File: src/rtl/reset_ctrl_pkg.sv
// Shared constants for the reset controller: register map, cause bit
// positions, software-reset key, FSM state encoding.
package reset_ctrl_pkg;

  localparam logic [1:0] ADDR_CAUSE = 2'd0;
  localparam logic [1:0] ADDR_SWRST = 2'd1;
  localparam logic [1:0] ADDR_COUNT = 2'd2;

  localparam int unsigned CAUSE_POR = 0;
  localparam int unsigned CAUSE_WDT = 1;
  localparam int unsigned CAUSE_EXT = 2;
  localparam int unsigned CAUSE_SW  = 3;
  localparam int unsigned CAUSE_W   = 4;

  localparam logic [7:0] SWRST_KEY = 8'hA5;

  typedef enum logic [1:0] {
    ST_HOLD    = 2'd0,
    ST_STRETCH = 2'd1,
    ST_RUN     = 2'd2
  } state_t;

  // Saturating 8-bit increment used by the reset-event counter.
  function automatic logic [7:0] sat_inc8(input logic [7:0] v);
    return (v == 8'hFF) ? v : v + 8'd1;
  endfunction

endpackage

File: src/rtl/rst_sync_debounce.sv
// Push-button conditioning: 2-flop synchronizer followed by a debounce
// counter. req rises after DEBOUNCE_CYCLES consecutive synced-low samples
// and drops on the first synced-high sample.
// Ports:
//   clk      system clock
//   reset_n  synchronous active-low power-on reset
//   in_n     asynchronous active-low button input
//   req      registered, debounced reset request (active-high)
module rst_sync_debounce #(
  parameter int unsigned DEBOUNCE_CYCLES = 8
) (
  input  logic clk,
  input  logic reset_n,
  input  logic in_n,
  output logic req
);

  localparam int unsigned DW = (DEBOUNCE_CYCLES > 1) ? $clog2(DEBOUNCE_CYCLES) : 1;
  localparam logic [DW-1:0] LAST = DW'(DEBOUNCE_CYCLES - 1);

  logic          sync1;
  logic          sync2;
  logic [DW-1:0] cnt;

  // Synchronizer flops idle high so a released button is seen at reset.
  always_ff @(posedge clk) begin
    if (!reset_n) begin
      sync1 <= 1'b1;
      sync2 <= 1'b1;
      cnt   <= '0;
      req   <= 1'b0;
    end else begin
      sync1 <= in_n;
      sync2 <= sync1;
      if (sync2) begin
        cnt <= '0;
        req <= 1'b0;
      end else if (cnt == LAST) begin
        // cnt holds at LAST while the button stays down.
        req <= 1'b1;
      end else begin
        cnt <= cnt + DW'(1);
      end
    end
  end

endmodule

File: src/rtl/reset_ctrl.sv
// System reset controller: merges watchdog, push-button and software reset
// requests into a stretched sys_reset_n, and keeps a reset-cause register
// plus saturating event counter that only power-on reset clears.
// Ports:
//   clk, reset_n          clock, synchronous active-low power-on reset
//   wdt_reset             watchdog request (active-high level)
//   ext_rst_n             asynchronous push-button (active-low)
//   sys_reset_n           registered system reset (active-low)
//   cs_n, rd_n, wr_n      bus strobes (active-low)
//   addr, data_in         register select and write data
//   data_out              combinational read data, 8'h00 when not selected
module reset_ctrl
  import reset_ctrl_pkg::*;
#(
  parameter int unsigned STRETCH_CYCLES  = 16,
  parameter int unsigned DEBOUNCE_CYCLES = 8
) (
  input  logic       clk,
  input  logic       reset_n,
  input  logic       wdt_reset,
  input  logic       ext_rst_n,
  output logic       sys_reset_n,
  output logic [7:0] data_out,
  input  logic [7:0] data_in,
  input  logic       cs_n,
  input  logic       rd_n,
  input  logic       wr_n,
  input  logic [1:0] addr
);

  localparam int unsigned CNT_W = (STRETCH_CYCLES > 1) ? $clog2(STRETCH_CYCLES) : 1;
  localparam logic [CNT_W-1:0] STRETCH_LAST = CNT_W'(STRETCH_CYCLES - 1);

  state_t             state;
  logic [CNT_W-1:0]   stretch_cnt;
  logic [CAUSE_W-1:0] cause;
  logic [7:0]         count;

  logic               ext_req;
  logic               write_sel;
  logic               read_sel;
  logic               run_wr;
  logic               sw_req;
  logic               any_src;
  logic               trig;
  logic [CAUSE_W-1:0] cause_set;
  logic [CAUSE_W-1:0] cause_clr;

  rst_sync_debounce #(
    .DEBOUNCE_CYCLES(DEBOUNCE_CYCLES)
  ) u_ext (
    .clk    (clk),
    .reset_n(reset_n),
    .in_n   (ext_rst_n),
    .req    (ext_req)
  );

  // Bus decode; writes only land while the system is running.
  always_comb begin
    write_sel = !cs_n && rd_n && !wr_n;
    read_sel  = !cs_n && !rd_n && wr_n;
    run_wr    = write_sel && (state == ST_RUN);
    sw_req    = run_wr && (addr == ADDR_SWRST) && (data_in == SWRST_KEY);
    any_src   = wdt_reset || ext_req;
    trig      = (state == ST_RUN) && (wdt_reset || ext_req || sw_req);
  end

  // Cause bits captured on the RUN -> HOLD edge; W1C from the bus.
  always_comb begin
    cause_set            = '0;
    cause_set[CAUSE_WDT] = trig && wdt_reset;
    cause_set[CAUSE_EXT] = trig && ext_req;
    cause_set[CAUSE_SW]  = trig && sw_req;
    cause_clr            = '0;
    if (run_wr && (addr == ADDR_CAUSE)) begin
      cause_clr = data_in[CAUSE_W-1:0];
    end
  end

  // Reset sequencer: HOLD while any source is active, then stretch.
  always_ff @(posedge clk) begin
    if (!reset_n) begin
      state       <= ST_HOLD;
      sys_reset_n <= 1'b0;
      stretch_cnt <= '0;
    end else begin
      case (state)
        ST_HOLD: begin
          if (!any_src) begin
            state       <= ST_STRETCH;
            stretch_cnt <= '0;
          end
        end
        ST_STRETCH: begin
          if (any_src) begin
            state       <= ST_HOLD;
            stretch_cnt <= '0;
          end else if (stretch_cnt == STRETCH_LAST) begin
            state       <= ST_RUN;
            sys_reset_n <= 1'b1;
          end else begin
            stretch_cnt <= stretch_cnt + CNT_W'(1);
          end
        end
        ST_RUN: begin
          if (trig) begin
            state       <= ST_HOLD;
            sys_reset_n <= 1'b0;
          end
        end
        default: begin
          state       <= ST_HOLD;
          sys_reset_n <= 1'b0;
          stretch_cnt <= '0;
        end
      endcase
    end
  end

  // Cause and event counter; set beats a same-cycle clear.
  always_ff @(posedge clk) begin
    if (!reset_n) begin
      cause            <= '0;
      cause[CAUSE_POR] <= 1'b1;
      count            <= 8'h00;
    end else begin
      cause <= (cause & ~cause_clr) | cause_set;
      if (trig) begin
        count <= sat_inc8(count);
      end else if (run_wr && (addr == ADDR_COUNT)) begin
        count <= 8'h00;
      end
    end
  end

  // Read mux.
  always_comb begin
    data_out = 8'h00;
    if (read_sel) begin
      case (addr)
        ADDR_CAUSE: data_out = 8'(cause);
        ADDR_COUNT: data_out = count;
        default:    data_out = 8'h00;
      endcase
    end
  end

endmodule

File: config.mk
export PLATFORM = sky130hd
export DESIGN_NAME = reset_ctrl
export DESIGN_NICKNAME = d
export VERILOG_FILES = /design/src/rtl/reset_ctrl_pkg.sv /design/src/rtl/rst_sync_debounce.sv /design/src/rtl/reset_ctrl.sv
export SDC_FILE = /design/constraint.sdc
export NUM_CORES = 1
export LEC_CHECK = 0
export CORE_UTILIZATION = 31
export CTS_BUF_LIST = sky130_fd_sc_hd__clkbuf_8
export DETAILED_ROUTE_END_ITERATION = 10
export PLACE_DENSITY_LB_ADDON = 0.08
export SKIP_LAST_GASP = 1
export SLEW_MARGIN = 10
export SYNTH_ARGS = -nofsm -noshare
export SYNTH_HDL_FRONTEND = slang
export SYNTH_SLANG_ARGS = --single-unit
File: constraint.sdc
create_clock -name clk -period 2.2 [get_ports clk]
set_input_delay 0.44 -clock clk [delete_from_list [all_inputs] [get_ports clk]]
set_output_delay 0.44 -clock clk [all_outputs]
set_load 0.01 [all_outputs]
==> results.toml, run 1 <==
[synthesis]
synth_top_family_by_area = "simple AND/OR/NAND/NOR gates"
yosys.cell_types.count = 41
yosys.area_share.simple_pct = 34.6
synth_edf_count = 0
syn_inst = 158
yosysMostFrequentCell = "dfxtp_1"
syn-num-nets = 179
synthMuxAreaShare_pct = 5.11
synth_area_leaders = "dfxtp_1 (37%), nor2_1 (5.2%), mux2i_1 (5.1%)"
async_reset_ff_share_pct = 0
synth_xor_area_share_pct = 1.92
yosysWarnings = 0
yosysSeqAreaShare_pct = 36.5
synth_compound_area_share_pct = 15.7
avgSynthCellArea_sq_um = 8.67
netlist_top_cells_count = "dfxtp_1 (25), nor2_1 (19), nand2_1 (16), a21oi_1 (8), o21ai_0 (8)"
syn_area_sq_um = 1370
synth_adder_area_share_pct = 3.65
synth_top_area_share_pct = 36.5
ys_ff_latch = 25
ys.flop_type = "dfxtp_1"
yosysTopAreaCell = "dfxtp_1"

[drt]
drt_iter0_markers = 66
drc = 0
dr.pass1.iters = 4
drt_wl_total_microns = 3480
final_antenna_net_count = 0
dr_total_vias = 1363
viasPerCell = 5.22
wl_per_cell_microns = 13.3

[global_routing]
grt_usage_pct = 16.6
antenna_found_initial = 0
grt_overflow_total = 0
grt_pass1_wl_microns = 5820
grt_pass1_vias = 1359
grt_max_degree = 16

[placed_design]
dp_hpwl_microns = 2660
gp_congestion = 0.840
portBuffers = 25

[clocking]
postCtsSetupBuffers = 0
cts_root_buf = "clkbuf_8"
clk_latency_ns = 0.27
cts_tree = "yes"
cts_hold_buf = 0
path_clk_slew_ns = 0.09
numCtsBuffers = 3
cts-htree-levels = 1
clkSinkCount = 25
clockBufferDepth = 2

[floorplan]
die_x_microns = 68.5
fp-row-count = 23
core-area_sq_um = 4120
dieArea_sq_um = 4690
die_h_microns = 68.5
start_util_pct = 33.3
io_pins = 26

[power_and_ir_drop]
leakagePower_nw = 0.768
power.density_nw_per_um2 = 449
peakVddDrop_mv = 0.275
total_power_mw = 0.847

[sta]
worst_slew_pin_slew_ns = 0.404
period_minus_slack_ns = 2.12
fin_crit_sh_pct = 96.2
setup_viol = 0
rsz0062_at_grt = "no"
slew_violations = 0
relSlewSlack_pct = 73.0
fmax_mhz = 472
hold_viol = 0
finClkSkew_ns = 0.00200

[cells_and_area]
final_nets = 233
drive_gt1_share_pct = 22.3
fin_util_pct = 45.8
num-fill-cells = 423
num_antenna_cells = 0
syn2layout_area_growth_pct = 37.7

[run_status]
outcome = "complete, no violations"

[worst_setup_path]
slowest_delay_ns = 0.50
rr_worst_depth = 5
cp_cell_sequence = "clkdlybuf4s50_1 -> buf_4 -> nor4b_4 -> nand4_4 -> and2_4 -> or4_1 -> a21oi_1"
path_depth = 7
worstSetupStartpointType = "input pin"
cp_max_fo = 4
critPathCaptureType = "flop"
worstSetupPathType = "input pin to flop"
crit_arrival_ns = 2.32
required_ns = 2.40
cp_top_family = "simple AND/OR/NAND/NOR gates"
cp_num_buf_inv = 2
cp_slowest_cell = "or4_1"

[hold_path]
whs_path_depth = 1
hold_path_class = "flop to flop"

[flow_run]
maxCapViolCount = 0
flip-flops by register name (all words and copies together), names as in the netlist:
| name | flops |
|---|---|
| cause | 4 |
| count | 8 |
| state | 2 |
| stretch_cnt | 4 |
| sys_reset_n | 1 |
| u_ext.cnt | 3 |
| u_ext.req | 1 |
| u_ext.sync1 | 1 |
| u_ext.sync2 | 1 |
what timing repair did:
item,CTS,global route
resized for setup,12,16
pin swaps,1,7
endpoints found under the setup margin,8,12
layout by cell type (no fill, tap or decap), types with 2 or more instances in the layout:
cell type and count:
a21oi_1 8, a22oi_1 2, a31oi_1 2, and3_1 7
buf_4 28, clkbuf_2 8, clkbuf_8 3, clkdlybuf4s50_1 17
dfxtp_1 25, ha_1 4, mux2i_1 6, nand2_1 16
nand2b_1 4, nand3_1 4, nand3b_1 4, nand4_1 4
nor2_1 18, nor2b_1 2, nor3_1 4, nor3b_1 4
o211ai_1 2, o21ai_0 8, o22a_1 4, or3_1 2
or4_1 2, xor2_1 2
layer usage:
metal,share of wire [%],wire length (microns),GRT usage [%]
met5,0,0,0
met4,1.8,63,6.25
met3,4.1,143,3.50
met2,48,1660,28.6
met1,46,1610,20.0
metrics by stage:
step | setup TNS (ns) | instance area [sq um] | setup slack, ns | hold WS, ns | cells
floorplan | 0 | 1370 | 0.245 | 0.386 | 158
global placement | -3.13 | 1860 | -0.319 | 0.407 | 257
detailed placement | -3.18 | 1860 | -0.340 | 0.404 | 257
CTS | -0.0312 | 1910 | -0.0312 | 0.428 | 261
global route | 0 | 1890 | 0.00455 | 0.461 | 261
finish | 0 | 1890 | 0.0830 | 0.422 | 261
worst reg2reg max path, stage by stage (launching register included):
cell and delay [ns]:
dfxtp_1 0.47, and4bb_1 0.29, nand4_4 0.13, and2_4 0.17
or4_1 0.50, a21oi_1 0.15
layout make-up:
| type | count | area (sq um) | share of cell area, % |
|---|---|---|---|
| Multi-Input combinational cell | 128 | 851 | 45.1 |
| Sequential cell | 25 | 500 | 26.5 |
| Timing Repair Buffer | 53 | 420 | 22.3 |
| Tap cell | 50 | 62.6 | 3.32 |
| Clock buffer | 3 | 41.3 | 2.19 |
| Clock inverter | 1 | 7.51 | 0.398 |
| Inverter | 1 | 3.75 | 0.199 |
final timing paths:
check                            startpoint     endpoint  slack [ns]
worst max-delay path                   cs_n     count[0]        0.08
worst min register to register  u_ext.sync1  u_ext.sync2        0.42
worst min-delay path            u_ext.sync1  u_ext.sync2        0.42
worst max register to register     state[1]     count[0]        0.42
cells by family after synthesis:
family,count (synthesis)
AND/OR/NAND/NOR,81
XOR/XNOR,3
adder cells (fa/ha/maj),4
multiplexers,7
buffers and inverters,5
flip-flops,25
AO/OA/AOI/OAI,33
power by group:
part | internal [mW] | total (mW) | leakage (nW) | switching (mW)
combinational | 0.0614 | 0.102 | 0.544 | 0.0403
clock | 0.128 | 0.287 | 0.0217 | 0.158
sequential | 0.456 | 0.459 | 0.202 | 0.00251
Power figures use the tool's default switching activity.
==> run 2: changes to the inputs <==
--- a/config.mk
+++ b/config.mk
@@ -8,7 +8,7 @@
 export CORE_UTILIZATION = 31
 export CTS_BUF_LIST = sky130_fd_sc_hd__clkbuf_8
 export DETAILED_ROUTE_END_ITERATION = 10
-export PLACE_DENSITY_LB_ADDON = 0.08
+export PLACE_DENSITY = 0.55
 export SKIP_LAST_GASP = 1
 export SLEW_MARGIN = 10
 export SYNTH_ARGS = -nofsm -noshare
==> run 2 against run 1 <==
Core utilization up 0.61 points; largest cell class unchanged; worst hold slack better by 0.0084 ns; clock-buffer cell count stayed put; combinational power about the same; die area is the same; cell count grew 0.38%; setup slack improved by 0.065 ns; power is 2.3% lower.
==> results.toml, run 2 (synthesis results as in run 1) <==
[worst_setup_path]
worstSetupStartpointType = "input pin"
cp_slowest_cell = "dlygate4sd2_1"
r2r_slack_ns = 0.41
r2r_start = "count[0]"
crit_arrival_ns = 1.61
worstSetupPathType = "input pin to output port"
required_ns = 1.76
r2r_end = "count[2]"
critPathLaunch = "cs_n"
cp_cell_sequence = "dlygate4sd2_1 -> buf_4 -> nor2_2 -> nand3b_1 -> buf_4 -> buf_4 -> nor2_1 -> buf_2"
cp_max_fo = 2
slowest_delay_ns = 0.25
critPathCaptureType = "output port"
cp_top_family = "buffers and inverters"
cp_num_buf_inv = 5
crit_top_cell = "buf_4"
rr_worst_depth = 7

[sta]
setup_viol = 0
period_minus_slack_ns = 2.05
slew_violations = 0
holdWs_ns = 0.430
worst_slew_pin_slew_ns = 0.302
hold_viol = 0
finClkSkew_ns = 0.00466
relSlewSlack_pct = 79.8
rsz0062_at_grt = "no"
fmax_mhz = 487
fin_crit_sh_pct = 93.3

[cells_and_area]
largest_register_ffs = 8
layout_common_cells = "buf_4 (28), dfxtp_1 (25), nor2_1 (18)"
num-fill-cells = 408
final_area_sq_um = 1910
final_nets = 234
fin_util_pct = 46.5
final_common_cell = "buf_4"
syn2layout_area_growth_pct = 39.5
top_regs = "count x8, cause x4, stretch_cnt x4"
drive_gt1_share_pct = 20.3
regMostFlops = "count"
num_antenna_cells = 0

[floorplan]
die_h_microns = 68.5
io_pins = 26
core-area_sq_um = 4120
fp-row-count = 23
die_x_microns = 68.5
dieArea_sq_um = 4690
start_util_pct = 33.3

[power_and_ir_drop]
power.density_nw_per_um2 = 433
swShare_pct = 22.5
leakagePower_nw = 0.828
internal-power_mw = 0.642
power_frac_seq_pct = 55.4
pwr-share-comb_pct = 12.2
p_switching_mw = 0.186
peakVddDrop_mv = 0.282
p_clk_share_pct = 32.4

[placed_design]
dp_hpwl_microns = 2830
placed_area_sq_um = 1840
portBuffers = 25
gp_congestion = 0.834

[drt]
viasPerCell = 5.41
wl_per_cell_microns = 14.2
dr.pass1.iters = 4
drt_iter0_markers = 69
drc = 0
dr_total_vias = 1418
final_antenna_net_count = 0
drt_wl_total_microns = 3710

[clocking]
cts-htree-levels = 1
numCtsBuffers = 3
clockBufferDepth = 2
cts_tree = "yes"
clk_latency_ns = 0.27
cts_root_buf = "clkbuf_8"
clkSinkCount = 25
path_clk_slew_ns = 0.09

[hold_path]
whs_path_depth = 1
hold_end = "u_ext.sync2"
hold_start = "u_ext.sync1"
hold_path_class = "flop to flop"

[global_routing]
grt_overflow_total = 0
grt_usage_pct = 17.0
grt_pass1_wl_microns = 5900
antenna_found_initial = 0
grt_max_degree = 15
grt_pass1_vias = 1332

[run_status]
outcome = "complete, no violations"

[flow_run]
maxCapViolCount = 0
==> run 2: cell count changes in the layout (fill, tap and decap cells not counted) <==
cell	change
buf_2	+2
dlygate4sd2_1	+6
buf_6	+1
clkbuf_2	-6
mux2i_2	-1
clkinv_2	+1
mux2i_1	+1
clkdlybuf4s50_1	-5
clkinvlp_4	-1
dlymetal6s2s_1	+3
==> run 2: power by group through the flow <==
stage	Combinational, mW	Sequential, mW	Clock, mW
global route	0.109	0.459	0.297
floorplan	0.0362	0.468	0
detailed placement	0.0984	0.469	0
finish	0.101	0.458	0.268
global placement	0.0972	0.469	0
CTS	0.100	0.458	0.284
==> run 2: metal layers <==
layer  track usage (%)  vias up  routed length (microns)
li1                  -      692                        -
met1              19.7      673                     1620
met2              30.4       46                     1870
met3              3.67        7                      177
met4              6.25        0                       44
met5                 0        -                        0
==> run 2: what timing repair did <==
| action | CTS | global route |
|---|---|---|
| resized for setup | 19 | 8 |
| setup buffers | 2 | 2 |
| endpoints found under the hold margin | 0 | 0 |
| pin swaps | 2 | 5 |
| hold buffers | 0 | 0 |
| endpoints found under the setup margin | 8 | 9 |
==> run 2: worst max path at each step <==
stage | cells after the start | slack [ns] | to
floorplan | 7 | 0.24 | count[0]
global placement | 5 | -0.26 | data_out[6]
detailed placement | 5 | -0.33 | data_out[6]
CTS | 5 | -0.23 | data_out[6]
global route | 7 | 0.1 | count[7]
finish | 8 | 0.15 | data_out[0]
==> run 2: final cells by class <==
class | count | area (sq um) | share of cell area [%]
Sequential cell | 25 | 500 | 26.2
Clock buffer | 3 | 41.3 | 2.16
Multi-Input combinational cell | 128 | 847 | 44.3
Clock inverter | 1 | 5.00 | 0.262
Inverter | 1 | 3.75 | 0.196
Tap cell | 50 | 62.6 | 3.27
Timing Repair Buffer | 54 | 452 | 23.6
==> run 2: worst reg2reg max path, stage by stage (launching register included) <==
cell	delay, ns
dfxtp_1	0.42
ha_1	0.23
nand3_1	0.13
nor2_1	0.26
a41o_1	0.26
buf_4	0.14
nor3_1	0.06
a32o_1	0.20
==> run 2: stage by stage <==
| step | power, mW | std cells | TNS [ns] | worst slack [ns] |
|---|---|---|---|---|
| 6_report | 0.827 | 262 | 0 | 0.148 |
| 5_1_grt | 0.864 | 262 | 0 | 0.0963 |
| 4_1_cts | 0.842 | 260 | -0.235 | -0.235 |
| 3_5_place_dp | 0.567 | 254 | -3.60 | -0.332 |
| 3_3_place_gp | 0.566 | 254 | -2.99 | -0.265 |
| 2_1_floorplan | 0.504 | 158 | 0 | 0.245 |
==> run 3: changes to the inputs <==
--- a/config.mk
+++ b/config.mk
@@ -5,11 +5,12 @@
 export SDC_FILE = /design/constraint.sdc
 export NUM_CORES = 1
 export LEC_CHECK = 0
+export CORE_MARGIN = 10
 export CORE_UTILIZATION = 31
 export CTS_BUF_LIST = sky130_fd_sc_hd__clkbuf_8
 export DETAILED_ROUTE_END_ITERATION = 10
 export PLACE_DENSITY = 0.55
-export SKIP_LAST_GASP = 1
+export RECOVER_POWER = 25
 export SLEW_MARGIN = 10
 export SYNTH_ARGS = -nofsm -noshare
 export SYNTH_HDL_FRONTEND = slang
==> run 3 against run 2 <==
Critical path depth fell by 3; first-iteration DRC count is 16% lower; non-clock buffer count decreased by 2; register-to-register slack worse by 0.05 ns; worst hold slack better by 0.0013 ns; wire length increased by 2.5%; critical endpoint is now data_out[2]; highest routed layer unchanged; global-route usage is 7.4 points lower; largest cell class unchanged; core utilization fell by 2.6 points.
==> results.toml, run 3 (synthesis results as in run 1) <==
[worst_setup_path]
worstSetupStartpointType = "input pin"
cp_top_family = "buffers and inverters"
slowest_delay_ns = 0.53
cp_slowest_cell = "clkdlybuf4s50_1"
crit_arrival_ns = 1.69
critPathCaptureType = "output port"
cp_max_fo = 9
r2r_start = "state[1]"
cp_cell_sequence = "clkdlybuf4s50_1 -> buf_4 -> mux2i_1 -> nor2_1 -> dlygate4sd2_1"
critPathLaunch = "addr[1]"
worstSetupPathType = "input pin to output port"
required_ns = 1.76
cp_num_buf_inv = 3

[sta]
rsz0062_at_grt = "no"
hold_viol = 0
worst_slew_pin_slew_ns = 0.438
relSlewSlack_pct = 70.8
slew_violations = 0
fmax_mhz = 469
setup_viol = 0
period_minus_slack_ns = 2.13
fin_crit_sh_pct = 97.0
fin_ws_ns = 0.0665
finClkSkew_ns = 0.00617

[drt]
wl_per_cell_microns = 14.5
drc = 0
viasPerCell = 5.18
drt_wl_total_microns = 3800
dr_total_vias = 1356
dr.pass1.iters = 4
drt_iter0_markers = 58
final_antenna_net_count = 0

[hold_path]
hold_path_class = "flop to flop"
hold_start = "u_ext.sync1"

[floorplan]
dieArea_sq_um = 7480
core-area_sq_um = 4320
fp-row-count = 24
die_h_microns = 86.5
io_pins = 26
die_x_microns = 86.5
start_util_pct = 31.7

[global_routing]
grt_max_degree = 17
antenna_found_initial = 0
grt_pass1_vias = 1286
grt_pass1_wl_microns = 6050
grt_usage_pct = 9.60
grt_overflow_total = 0

[clocking]
path_clk_slew_ns = 0.10
clockBufferDepth = 2
cts_hold_buf = 0
cts-htree-levels = 1
cts_tree = "yes"
clkSinkCount = 25
numCtsBuffers = 3
clk_latency_ns = 0.27
cts_root_buf = "clkbuf_8"

[cells_and_area]
final_common_cell = "buf_4"
syn2layout_area_growth_pct = 38.5
num_antenna_cells = 0
final_nets = 232
top_regs = "count x8, cause x4, stretch_cnt x4"
regMostFlops = "count"
largest_register_ffs = 8
drive_gt1_share_pct = 19.0
layout_common_cells = "buf_4 (26), dfxtp_1 (25), nor2_1 (18)"

[placed_design]
gp_congestion = 0.807
dp_hpwl_microns = 2970
place_ws_ns = -0.280
portBuffers = 25

[power_and_ir_drop]
total_power_mw = 0.846
peakVddDrop_mv = 0.509
p_clk_share_pct = 34.2
power.density_nw_per_um2 = 446
leakagePower_nw = 0.791
swShare_pct = 23.6
internal-power_mw = 0.646
power_frac_seq_pct = 54.1
p_switching_mw = 0.200
pwr-share-comb_pct = 11.6

[flow_run]
maxCapViolCount = 0

[run_status]
outcome = "complete, no violations"
## run 3: changes by cell type in the layout (fill, tap and decap cells not counted), sizes merged
cell           previous run  this run
inv                       1         2
clkdlybuf4s50            12        14
dlygate4sd2               6         2
dlygate4sd3               0         1
clkinv                    1         0
buf                      31        29
clkdlybuf4s15             0         2
dlymetal6s2s              3         2
## run 3: cell type report
class / count / area (sq um)
Clock buffer: 3 / 41.3
Clock inverter: 1 / 8.76
Fill cell: 444 / 2430
Inverter: 1 / 3.75
Multi-Input combinational cell: 128 / 847
Sequential cell: 25 / 500
Tap cell: 52 / 65.1
Timing Repair Buffer: 52 / 432
## run 3: final timing paths
| path | endpoint | slack [ns] | depth (start not counted) |
|---|---|---|---|
| setup / recovery | data_out[2] | 0.07 | 5 |
| hold / removal | u_ext.sync2 | 0.43 | 1 |
| hold reg to reg | u_ext.sync2 | 0.43 | 1 |
| setup reg to reg | count[7] | 0.36 | 5 |
## run 3: power groups by stage
stage                     clock (mW)  sequential [mW]  combinational (mW)
final                          0.290            0.458              0.0984
after global placement             0            0.469              0.0961
after floorplan                    0            0.468              0.0362
after detailed placement           0            0.469              0.0985
after CTS                      0.299            0.458               0.101
after global routing           0.321            0.459               0.107
## run 3: worst register-to-register path, delay by kind of cell, from the launching register on
| kind | cells | cell delay [ns] |
|---|---|---|
| DFF | 1 | 0.47 |
| AOI/OAI and AO/OA | 1 | 0.17 |
| and+or+nand+nor | 4 | 1.13 |
## run 3: repair_timing
| item | 4_1_cts | 5_1_grt |
|---|---|---|
| gates resized for setup | 20 | 6 |
| pin swaps | 2 | 3 |
| cloned | 0 | 0 |
| buffers inserted | 1 | 0 |
| endpoints found under the setup margin | 9 | 12 |
## run 3: metrics by stage
| step | hold WS [ns] | instances | cell area, sq um | TNS (ns) | util, % |
|---|---|---|---|---|---|
| detailed placement | 0.409 | 257 | 1850 | -3.44 | 42.8 |
| floorplan | 0.386 | 158 | 1370 | 0 | - |
| global route | 0.456 | 262 | 1900 | 0 | 43.9 |
| global placement | 0.401 | 257 | 1850 | -3.15 | 42.8 |
| finish | 0.431 | 262 | 1900 | 0 | 43.9 |
| CTS | 0.437 | 262 | 1900 | 0 | 43.9 |
## run 3: routing by layer
metal / wire, microns / track usage, % / vias up
li1: - / - / 692
met1: 1730 / 11.6 / 638
met2: 1920 / 17.0 / 24
met3: 152 / 2.91 / 2
met4: 6 / 0.442 / 0
met5: 0 / 0 / -
